--- src/rtl/uart_pkg.sv ---
// Shared UART definitions: line state encoding, bit-clock derivation and frame sizing.
package uart_pkg;

  typedef enum logic [2:0] {
    IDLE,
    START,
    DATA,
    PARITY,
    STOP
  } uart_state_e;

  localparam int unsigned DEF_DATA_BITS  = 8;
  localparam int unsigned DEF_PARITY_EN  = 1;
  localparam int unsigned DEF_STOP_BITS  = 1;
  localparam int unsigned DEF_FRAME_BITS = 1 + DEF_DATA_BITS + DEF_PARITY_EN + DEF_STOP_BITS;

  // Clock cycles per bit, rounded to nearest.
  function automatic int unsigned bit_clk(input int unsigned clk_hz, input int unsigned bps);
    return (clk_hz + bps / 2) / bps;
  endfunction

  function automatic int unsigned frame_bits(input int unsigned data_bits,
                                             input int unsigned parity_en,
                                             input int unsigned stop_bits);
    return 1 + data_bits + parity_en + stop_bits;
  endfunction

  function automatic int unsigned frame_cycles(input int unsigned data_bits,
                                               input int unsigned parity_en,
                                               input int unsigned stop_bits,
                                               input int unsigned bit_clks);
    return frame_bits(data_bits, parity_en, stop_bits) * bit_clks;
  endfunction

endpackage

--- src/rtl/uart_baud_gen.sv ---
// Bit-period timer: bit_tick marks the last cycle of each BIT_CLK-cycle bit,
// pre_tick the cycle before it so registered outputs can line up with the tick.
module uart_baud_gen #(
  parameter int unsigned BIT_CLK = 10
) (
  input  logic clk,
  input  logic rst_n,
  input  logic clear,
  input  logic enable,
  output logic bit_tick,
  output logic pre_tick
);

  localparam int unsigned CNT_W = (BIT_CLK > 1) ? $clog2(BIT_CLK) : 1;
  localparam logic [CNT_W-1:0] LAST = CNT_W'(BIT_CLK - 1);
  localparam logic [CNT_W-1:0] PRE  = CNT_W'(BIT_CLK - 2);

  logic [CNT_W-1:0] cnt_q, cnt_d;

  always_comb begin
    cnt_d = cnt_q;
    if (clear) begin
      cnt_d = '0;
    end else if (enable) begin
      cnt_d = (cnt_q == LAST) ? '0 : cnt_q + CNT_W'(1);
    end
  end

  always_ff @(posedge clk or negedge rst_n) begin
    if (!rst_n) begin
      cnt_q <= '0;
    end else begin
      cnt_q <= cnt_d;
    end
  end

  assign bit_tick = enable && !clear && (cnt_q == LAST);
  assign pre_tick = enable && !clear && (cnt_q == PRE);

endmodule

--- src/rtl/uart_tx.sv ---
// UART transmitter: start bit, LSB-first data, optional parity, stop bit(s);
// one frame in flight, host side is a valid/ready handshake.
module uart_tx
  import uart_pkg::*;
#(
  parameter int unsigned CLK_HZ      = 66_000_000,
  parameter int unsigned BITRATE_BPS = 9_600,
  parameter int unsigned DATA_BITS   = 8,
  parameter int unsigned PARITY_EN   = 1,
  parameter int unsigned PARITY_ODD  = 0,
  parameter int unsigned STOP_BITS   = 1
) (
  input  logic                 clk,
  input  logic                 rst_n,
  input  logic [DATA_BITS-1:0] tx_data,
  input  logic                 tx_valid,
  output logic                 tx_ready,
  output logic                 tx,
  output logic                 busy,
  output logic                 frame_done
);

  localparam int unsigned BIT_CLK = bit_clk(CLK_HZ, BITRATE_BPS);
  localparam int unsigned BC_W    = 3;

  logic [1:0]           rst_sync_q;
  logic                 rst_int_n;
  uart_state_e          state_q, state_d;
  logic [DATA_BITS-1:0] shift_q, shift_d;
  logic [BC_W-1:0]      bit_cnt_q, bit_cnt_d;
  logic                 parity_q, parity_d;
  logic                 tx_q, tx_d;
  logic                 busy_q, busy_d;
  logic                 frame_done_q, frame_done_d;
  logic                 accept;
  logic                 bit_tick;
  logic                 pre_tick;

  // Asynchronous assert, synchronous release of the internal reset.
  always_ff @(posedge clk or negedge rst_n) begin
    if (!rst_n) begin
      rst_sync_q <= '0;
    end else begin
      rst_sync_q <= {rst_sync_q[0], 1'b1};
    end
  end

  assign rst_int_n = rst_sync_q[1];
  assign tx_ready  = (state_q == IDLE);
  assign accept    = tx_valid && tx_ready;

  uart_baud_gen #(
    .BIT_CLK (BIT_CLK)
  ) u_baud (
    .clk      (clk),
    .rst_n    (rst_int_n),
    .clear    (accept),
    .enable   (state_q != IDLE),
    .bit_tick (bit_tick),
    .pre_tick (pre_tick)
  );

  always_comb begin
    state_d      = state_q;
    shift_d      = shift_q;
    bit_cnt_d    = bit_cnt_q;
    parity_d     = parity_q;
    tx_d         = tx_q;
    busy_d       = busy_q;
    frame_done_d = 1'b0;

    case (state_q)
      IDLE: begin
        if (accept) begin
          state_d   = START;
          shift_d   = tx_data;
          parity_d  = (^tx_data) ^ 1'(PARITY_ODD);
          bit_cnt_d = '0;
          tx_d      = 1'b0;
          busy_d    = 1'b1;
        end
      end
      START: begin
        if (bit_tick) begin
          state_d = DATA;
          tx_d    = shift_q[0];
        end
      end
      DATA: begin
        if (bit_tick) begin
          if (bit_cnt_q == BC_W'(DATA_BITS - 1)) begin
            bit_cnt_d = '0;
            if (PARITY_EN != 0) begin
              state_d = PARITY;
              tx_d    = parity_q;
            end else begin
              state_d = STOP;
              tx_d    = 1'b1;
            end
          end else begin
            bit_cnt_d = bit_cnt_q + BC_W'(1);
            shift_d   = shift_q >> 1;
            tx_d      = shift_d[0];
          end
        end
      end
      PARITY: begin
        if (bit_tick) begin
          state_d = STOP;
          tx_d    = 1'b1;
        end
      end
      STOP: begin
        // Registered pulse must be launched one cycle ahead of the final tick.
        if (pre_tick && (bit_cnt_q == BC_W'(STOP_BITS - 1))) begin
          frame_done_d = 1'b1;
        end
        if (bit_tick) begin
          if (bit_cnt_q == BC_W'(STOP_BITS - 1)) begin
            state_d   = IDLE;
            bit_cnt_d = '0;
            busy_d    = 1'b0;
          end else begin
            bit_cnt_d = bit_cnt_q + BC_W'(1);
          end
        end
      end
      default: begin
        state_d = IDLE;
        tx_d    = 1'b1;
        busy_d  = 1'b0;
      end
    endcase
  end

  always_ff @(posedge clk or negedge rst_int_n) begin
    if (!rst_int_n) begin
      state_q      <= IDLE;
      shift_q      <= '0;
      bit_cnt_q    <= '0;
      parity_q     <= 1'b0;
      tx_q         <= 1'b1;
      busy_q       <= 1'b0;
      frame_done_q <= 1'b0;
    end else begin
      state_q      <= state_d;
      shift_q      <= shift_d;
      bit_cnt_q    <= bit_cnt_d;
      parity_q     <= parity_d;
      tx_q         <= tx_d;
      busy_q       <= busy_d;
      frame_done_q <= frame_done_d;
    end
  end

  assign tx         = tx_q;
  assign busy       = busy_q;
  assign frame_done = frame_done_q;

endmodule

--- config.mk ---
export PLATFORM = sky130hd
export DESIGN_NAME = uart_tx
export DESIGN_NICKNAME = d
export VERILOG_FILES = /design/src/rtl/uart_pkg.sv /design/src/rtl/uart_baud_gen.sv /design/src/rtl/uart_tx.sv
export SDC_FILE = /design/constraint.sdc
export NUM_CORES = 1
export LEC_CHECK = 0
export CAP_MARGIN = 15
export CORE_ASPECT_RATIO = 1.5
export CORE_MARGIN = 2
export CORE_UTILIZATION = 57
export DETAILED_ROUTE_END_ITERATION = 7
export PLACE_DENSITY = 0.79
export SLEW_MARGIN = 10
export SYNTH_ARGS = -nofsm -noshare
export SYNTH_HDL_FRONTEND = slang
export SYNTH_SLANG_ARGS = --single-unit
--- constraint.sdc ---
create_clock -name clk -period 1.31 [get_ports clk]
set_input_delay 0.131 -clock clk [delete_from_list [all_inputs] [get_ports clk]]
set_output_delay 0.131 -clock clk [all_outputs]
set_load 0.03 [all_outputs]
# [After elaboration in Yosys (flattened, before gate mapping)]
# Cells that the tools add are included.
[totals] regBits=33 output_inout_bits=4 elab_cells=81
[op_classes] add_sub_neg=2 eq_ne=15 n_mux=33 bitwise=2 n_reduce_logical=20
[ops] op="$mux W13" count=3
[ops] op="$mux W3" count=12
[ops] op="$eq A13 B13 Y1 const B" count=2
[ops] op="$mux W8" count=3
[ops] op="$pmux W8 S2" count=1
[ops] op="$pmux W3 S5" count=1
[ops] op="$ne A2 B2 Y1 const B" count=7
[ops] op="$add A13 B1 Y13 const B" count=1
[ops] op="$reduce_and A4 Y1" count=3
[ops] op="$mux W1" count=10
[ops] op="$pmux W3 S3" count=1
[ops] op="$reduce_xor A8 Y1" count=1
[ops] op="$reduce_and A7 Y1" count=1
[ops] op="$eq A3 B2 Y1 const B" count=2
[ops] op="$eq A3 B3 Y1 const B" count=2
[ops] op="$logic_not A3 Y1" count=2
[ops] op="$reduce_bool A3 Y1" count=2
[ops] op="$logic_and A1 B1 Y1" count=5
[ops] op="$pmux W1 S5" count=1
[ops] op="$reduce_and A5 Y1" count=1
[ops] op="$reduce_bool A2 Y1" count=2
[ops] op="$add A3 B1 Y3 const B" count=1
[ops] op="$eq A3 B1 Y1 const B" count=1
[ops] op="$pmux W1 S3" count=1
[ops] op="other kinds (5)" count=6

# [Logic depth before layout (Yosys ltp)]
[logic_depth] ltp_word=8 mapped_depth=9 ltp_nobuf=7

# [By module]
# A second synthesis with hierarchy kept.
[hier_totals] cells_unflattened=217 area_unflattened_um2=2100.8
[by_module_without_submodules] module="uart_tx" instances=1 cells_per_inst=117 area_each_um2=1186.1
[by_module_without_submodules] module="uart_baud_gen" instances=1 cells_per_inst=100 area_each_um2=914.6

# [Worst setup path before layout]
# No wires, ideal clock.
[synth_timing] path_kind="reg-to-reg" startpoint="register state_q[1]" endpoint="register u_baud.cnt_q[12]" setup_time_ns=0.124 t_arrival_ns=1.807 path_slack_ns=-0.620 path_stages_with_launch=8 path_buffers=2 period_less_slack_ns=1.930 cell_sequence="dfrtp_1 > buf_6 > or2_4 > nor2_1 > or2_0 > buf_2 > nor3_1 > o21bai_1"
[synth_between] elab_chain_len=3 word_cells_on_any_way=5 classes_between="1 x mux; 4 x reduce/logical"
[synth_rtl] element="start, declared" line_no="uart_tx.sv:28" rtl="uart_state_e state_q, state_d;"
[synth_rtl] element="start signal, assigned" line_no="uart_tx.sv:146" rtl="state_q <= state_d;"
[synth_rtl] element="$logic_not A3 Y1 *" line_no="uart_tx.sv:49" rtl="assign tx_ready = (state_q == IDLE);"
[synth_rtl] element="via tx_ready" line_no="uart_tx.sv:17" rtl="output logic tx_ready,"
[synth_rtl] element="$logic_and A1 B1 Y1 *" line_no="uart_tx.sv:50" rtl="assign accept = tx_valid && tx_ready;"
[synth_rtl] element="$mux W13 / $reduce_bool A2 Y1 (equally long branches)"
[synth_rtl] element="end signal, assigned" line_no="uart_baud_gen.sv:33" rtl="cnt_q <= cnt_d;"
[synth_rtl] element="end, declared" line_no="uart_baud_gen.sv:18" rtl="logic [CNT_W-1:0] cnt_q, cnt_d;"
# The timed path passes the listed nets; every way through them passes the cells marked *.
# A chain may end at the register's enable or synchronous reset.

# [Worst setup path after layout]
[layout_timing] startpoint="register u_baud.cnt_q[0]" endpoint="register shift_q[3]"
[layout_between] elab_chain_len=4
[layout_rtl] element="$eq A13 B13 Y1" line_no="uart_baud_gen.sv:37" rtl="assign bit_tick = enable && !clear && (cnt_q == LAST);"
[layout_rtl] element="$logic_and A1 B1 Y1" line_no="uart_baud_gen.sv:37"
[layout_rtl] element="$ne A2 B2 Y1 (no source line)"
[layout_rtl] element="$reduce_and A4 Y1 (no source line)"
[layout_rtl] element="end signal, assigned" line_no="uart_tx.sv:147" rtl="shift_q <= shift_d;"
[layout_rtl] element="end, declared" line_no="uart_tx.sv:29" rtl="logic [DATA_BITS-1:0] shift_q, shift_d;"
# No other way between the ends.

==> results_dict.tcl <==
set metrics [dict create \
    synth_largest_area_cell "dfrtp_1" \
    n_antenna_cell 0 \
    die_w_um 51.3 \
    ir_drop_mv 1.55 \
    detail-route-antenna-nets 0 \
    reg2reg_to "shift_q[3]$_DFFE_PN0P_" \
    netlist_area_sq_um 1920 \
    maxCapViolations 0 \
    drtIter0Drc 158 \
    rr_worst_depth 8 \
    pin_count 15 \
    layout_common_cells "buf_4, dfrtp_1, nand2_1, o21ai_1, clkdlybuf4s50_1" \
    track_usage 0.331 \
    mostFrequentLayoutCell "buf_4" \
    port_buffers 14 \
    gp_congestion 0.878 \
    grt_max_degree 32 \
    wl_per_cell_um 24.4 \
    power_frac_clock 0.237 \
    setup_violations 32 \
    start_kind "flop" \
    htree_num_levels 2 \
    layout.cells.non_filler 301 \
    cts.sinks 33 \
    power_frac_seq 0.369 \
    grt_setup_unrepaired "yes" \
    p_sw_mw 1.34 \
    clockBufferDepth 2 \
    syn_nets 211 \
    layout-drive-gt1-share 0.490 \
    grt-ovfl-total 0 \
    grt_pass1_vias 1901 \
    fin_ws_ns -0.562 \
    synth-main-ff-cell "dfrtp_1" \
    critPathArrivalTime_ns 2.03 \
    yosys.cell_types.count 52 \
    worstPathMaxFanout 10 \
    fin_crit_ns 1.87 \
    syn-instance-count 194 \
    num_rows 25 \
    clock_latency_ns 0.29 \
    grt_first_pass_wirelength_um 9140 \
    finalClockSkew_ns 0.00307 \
    synth_top_cell_area_share 0.418 \
    intPower_mw 2.37 \
    clockRootBuffer "clkbuf_8" \
    finalSetupTns_ns -13.24 \
    ys_seq_area_frac 0.432 \
    drv_slew 0 \
    path_clk_slew_ns 0.07 \
    total_power_mw 3.71 \
    vias_per_cell 6.65 \
    cellPowerDensity_nw_per_um2 1270 \
    ys_seq_elements 33 \
    violations "setup timing" \
    status "complete, but fails checks" \
    synthTopCellsByArea "dfrtp_1, mux2i_1, o21ai_0" \
    required_ns 1.46 \
    start_util 0.600 \
    syn2layout_area_growth_pct 52.1 \
    endpoint_kind "flop" \
    dpl_worst_slack_ns -0.535 \
    core_area_sq_um 3190 \
    syn_area_per_cell_sq_um 9.87 \
    async_flop_share 1.00 \
    nNetsFinal 277 \
    antenna_found_initial 0 \
    yosys_warnings 0 \
    drt-pass1-iter-count 7 \
    hold_viol 0 \
    min_period_over_period 1.43 \
    numCtsBuffers 5 \
    cts_tree "done" \
    post-place-cells 279 \
    hpwl_um 3390 \
    die_y_um 75 \
    rr_startpoint "u_baud.cnt_q[0]$_DFFE_PN0N_" \
    swShare 0.361 \
    reg2reg_slack_ns -0.56 \
    routed_wl_um 7350 \
    p_comb_frac 0.394 \
    path_class "flop to flop" \
    fp.dieArea_sq_um 3850 \
    min_path_type "flop to async pin" \
    max_freq_mhz 534 \
    drc 0 \
    synth_edf_count 0 \
    p_leak_nw 1.23 \
    via_count 2003 \
]
[critical path, stage by stage, from the launching register on]
cell,delay [ns]
dfrtp_1,0.40
inv_1,0.08
ha_2,0.19
and3_4,0.17
and4b_4,0.35
a31oi_4,0.17
buf_12,0.19
nand2_2,0.07
o21ai_1,0.10
[state kept, by name, indices dropped and copies added (netlist names)]
signal,flops
u_baud.cnt_q,13
tx,1
bit_cnt_q,3
parity_q,1
state_q,3
rst_sync_q,2
frame_done,1
shift_q,8
busy,1
[power groups by stage]
stage / combinational (mW) / clock [mW] / sequential [mW]
3_5_place_dp: 1.03 / 0 / 1.35
4_1_cts: 1.10 / 0.866 / 1.34
3_3_place_gp: 0.963 / 0 / 1.33
5_1_grt: 1.54 / 0.898 / 1.37
6_report: 1.46 / 0.878 / 1.37
2_1_floorplan: 0.430 / 0 / 1.40
[through the flow]
step | area (sq um) | hold slack (ns) | utilization
detailed placement | 2350 | 0.275 | 0.738
CTS | 2690 | 0.281 | 0.842
finish | 2910 | 0.302 | 0.913
global placement | 2350 | 0.261 | 0.738
global route | 2910 | 0.339 | 0.913
floorplan | 1940 | -0.165 | -
[cell usage after synthesis, drive strengths merged, types with 2 or more instances]
master  count
xor2        4
mux2i       9
nor3b       3
nor2b       2
nor3        5
a21oi      10
or2         2
a31oi       8
nand4       2
dfrtp      32
o21ai      21
o21a        2
clkbuf      3
nand2      20
nor2        9
inv         7
nand3b      2
nand3       8
nand2b      3
ha          6
or3         4
mux2        2
xnor2       7
buf         6
[worst max-delay path by stage]
stage	from	end
floorplan	u_baud.cnt_q[0]$_DFFE_PN0N_	u_baud.cnt_q[9]$_DFFE_PN0N_
global placement	u_baud.cnt_q[2]$_DFFE_PN0N_	bit_cnt_q[0]$_DFFE_PN0P_
detailed placement	u_baud.cnt_q[2]$_DFFE_PN0N_	bit_cnt_q[0]$_DFFE_PN0P_
CTS	u_baud.cnt_q[0]$_DFFE_PN0N_	bit_cnt_q[0]$_DFFE_PN0P_
global route	u_baud.cnt_q[0]$_DFFE_PN0N_	shift_q[3]$_DFFE_PN0P_
finish	u_baud.cnt_q[0]$_DFFE_PN0N_	shift_q[3]$_DFFE_PN0P_
[cell families after synthesis]
| family | after synthesis | share of synthesized area |
|---|---|---|
| flip-flops | 33 | 0.432 |
| multiplexers | 11 | 0.0588 |
| buffers and inverters | 16 | 0.0529 |
| XOR/XNOR | 11 | 0.0503 |
| other | 1 | 0.00196 |
| adder cells (fa/ha/maj) | 6 | 0.0392 |
| AO/OA/AOI/OAI | 48 | 0.157 |
| AND/OR/NAND/NOR | 68 | 0.208 |
[repair_timing]
item	CTS	global route
endpoints found under the setup margin	34	32
hold buffers	1	0
gates cloned	0	1
pin swaps	16	19
resized for setup	43	46
endpoints found under the hold margin	2	0
buffers inserted	8	5
[area by class of cell]
type | instances | area (sq um)
multi-input combinational | 146 | 1330
inverter | 7 | 28.8
fill | 121 | 277
tap | 40 | 50.0
clock inverter | 1 | 5.00
clock buffer | 7 | 96.3
sequential | 33 | 827
timing repair buffer | 67 | 579
[metal layers]
| layer | vias up | wire, um | GRT usage |
|---|---|---|---|
| met5 | - | 0 | 0 |
| met4 | 0 | 577 | 0.211 |
| met3 | 51 | 451 | 0.0575 |
| met2 | 149 | 3790 | 0.616 |
| met1 | 983 | 2530 | 0.337 |
| li1 | 820 | - | - |
(Power assumes the default switching activity.)
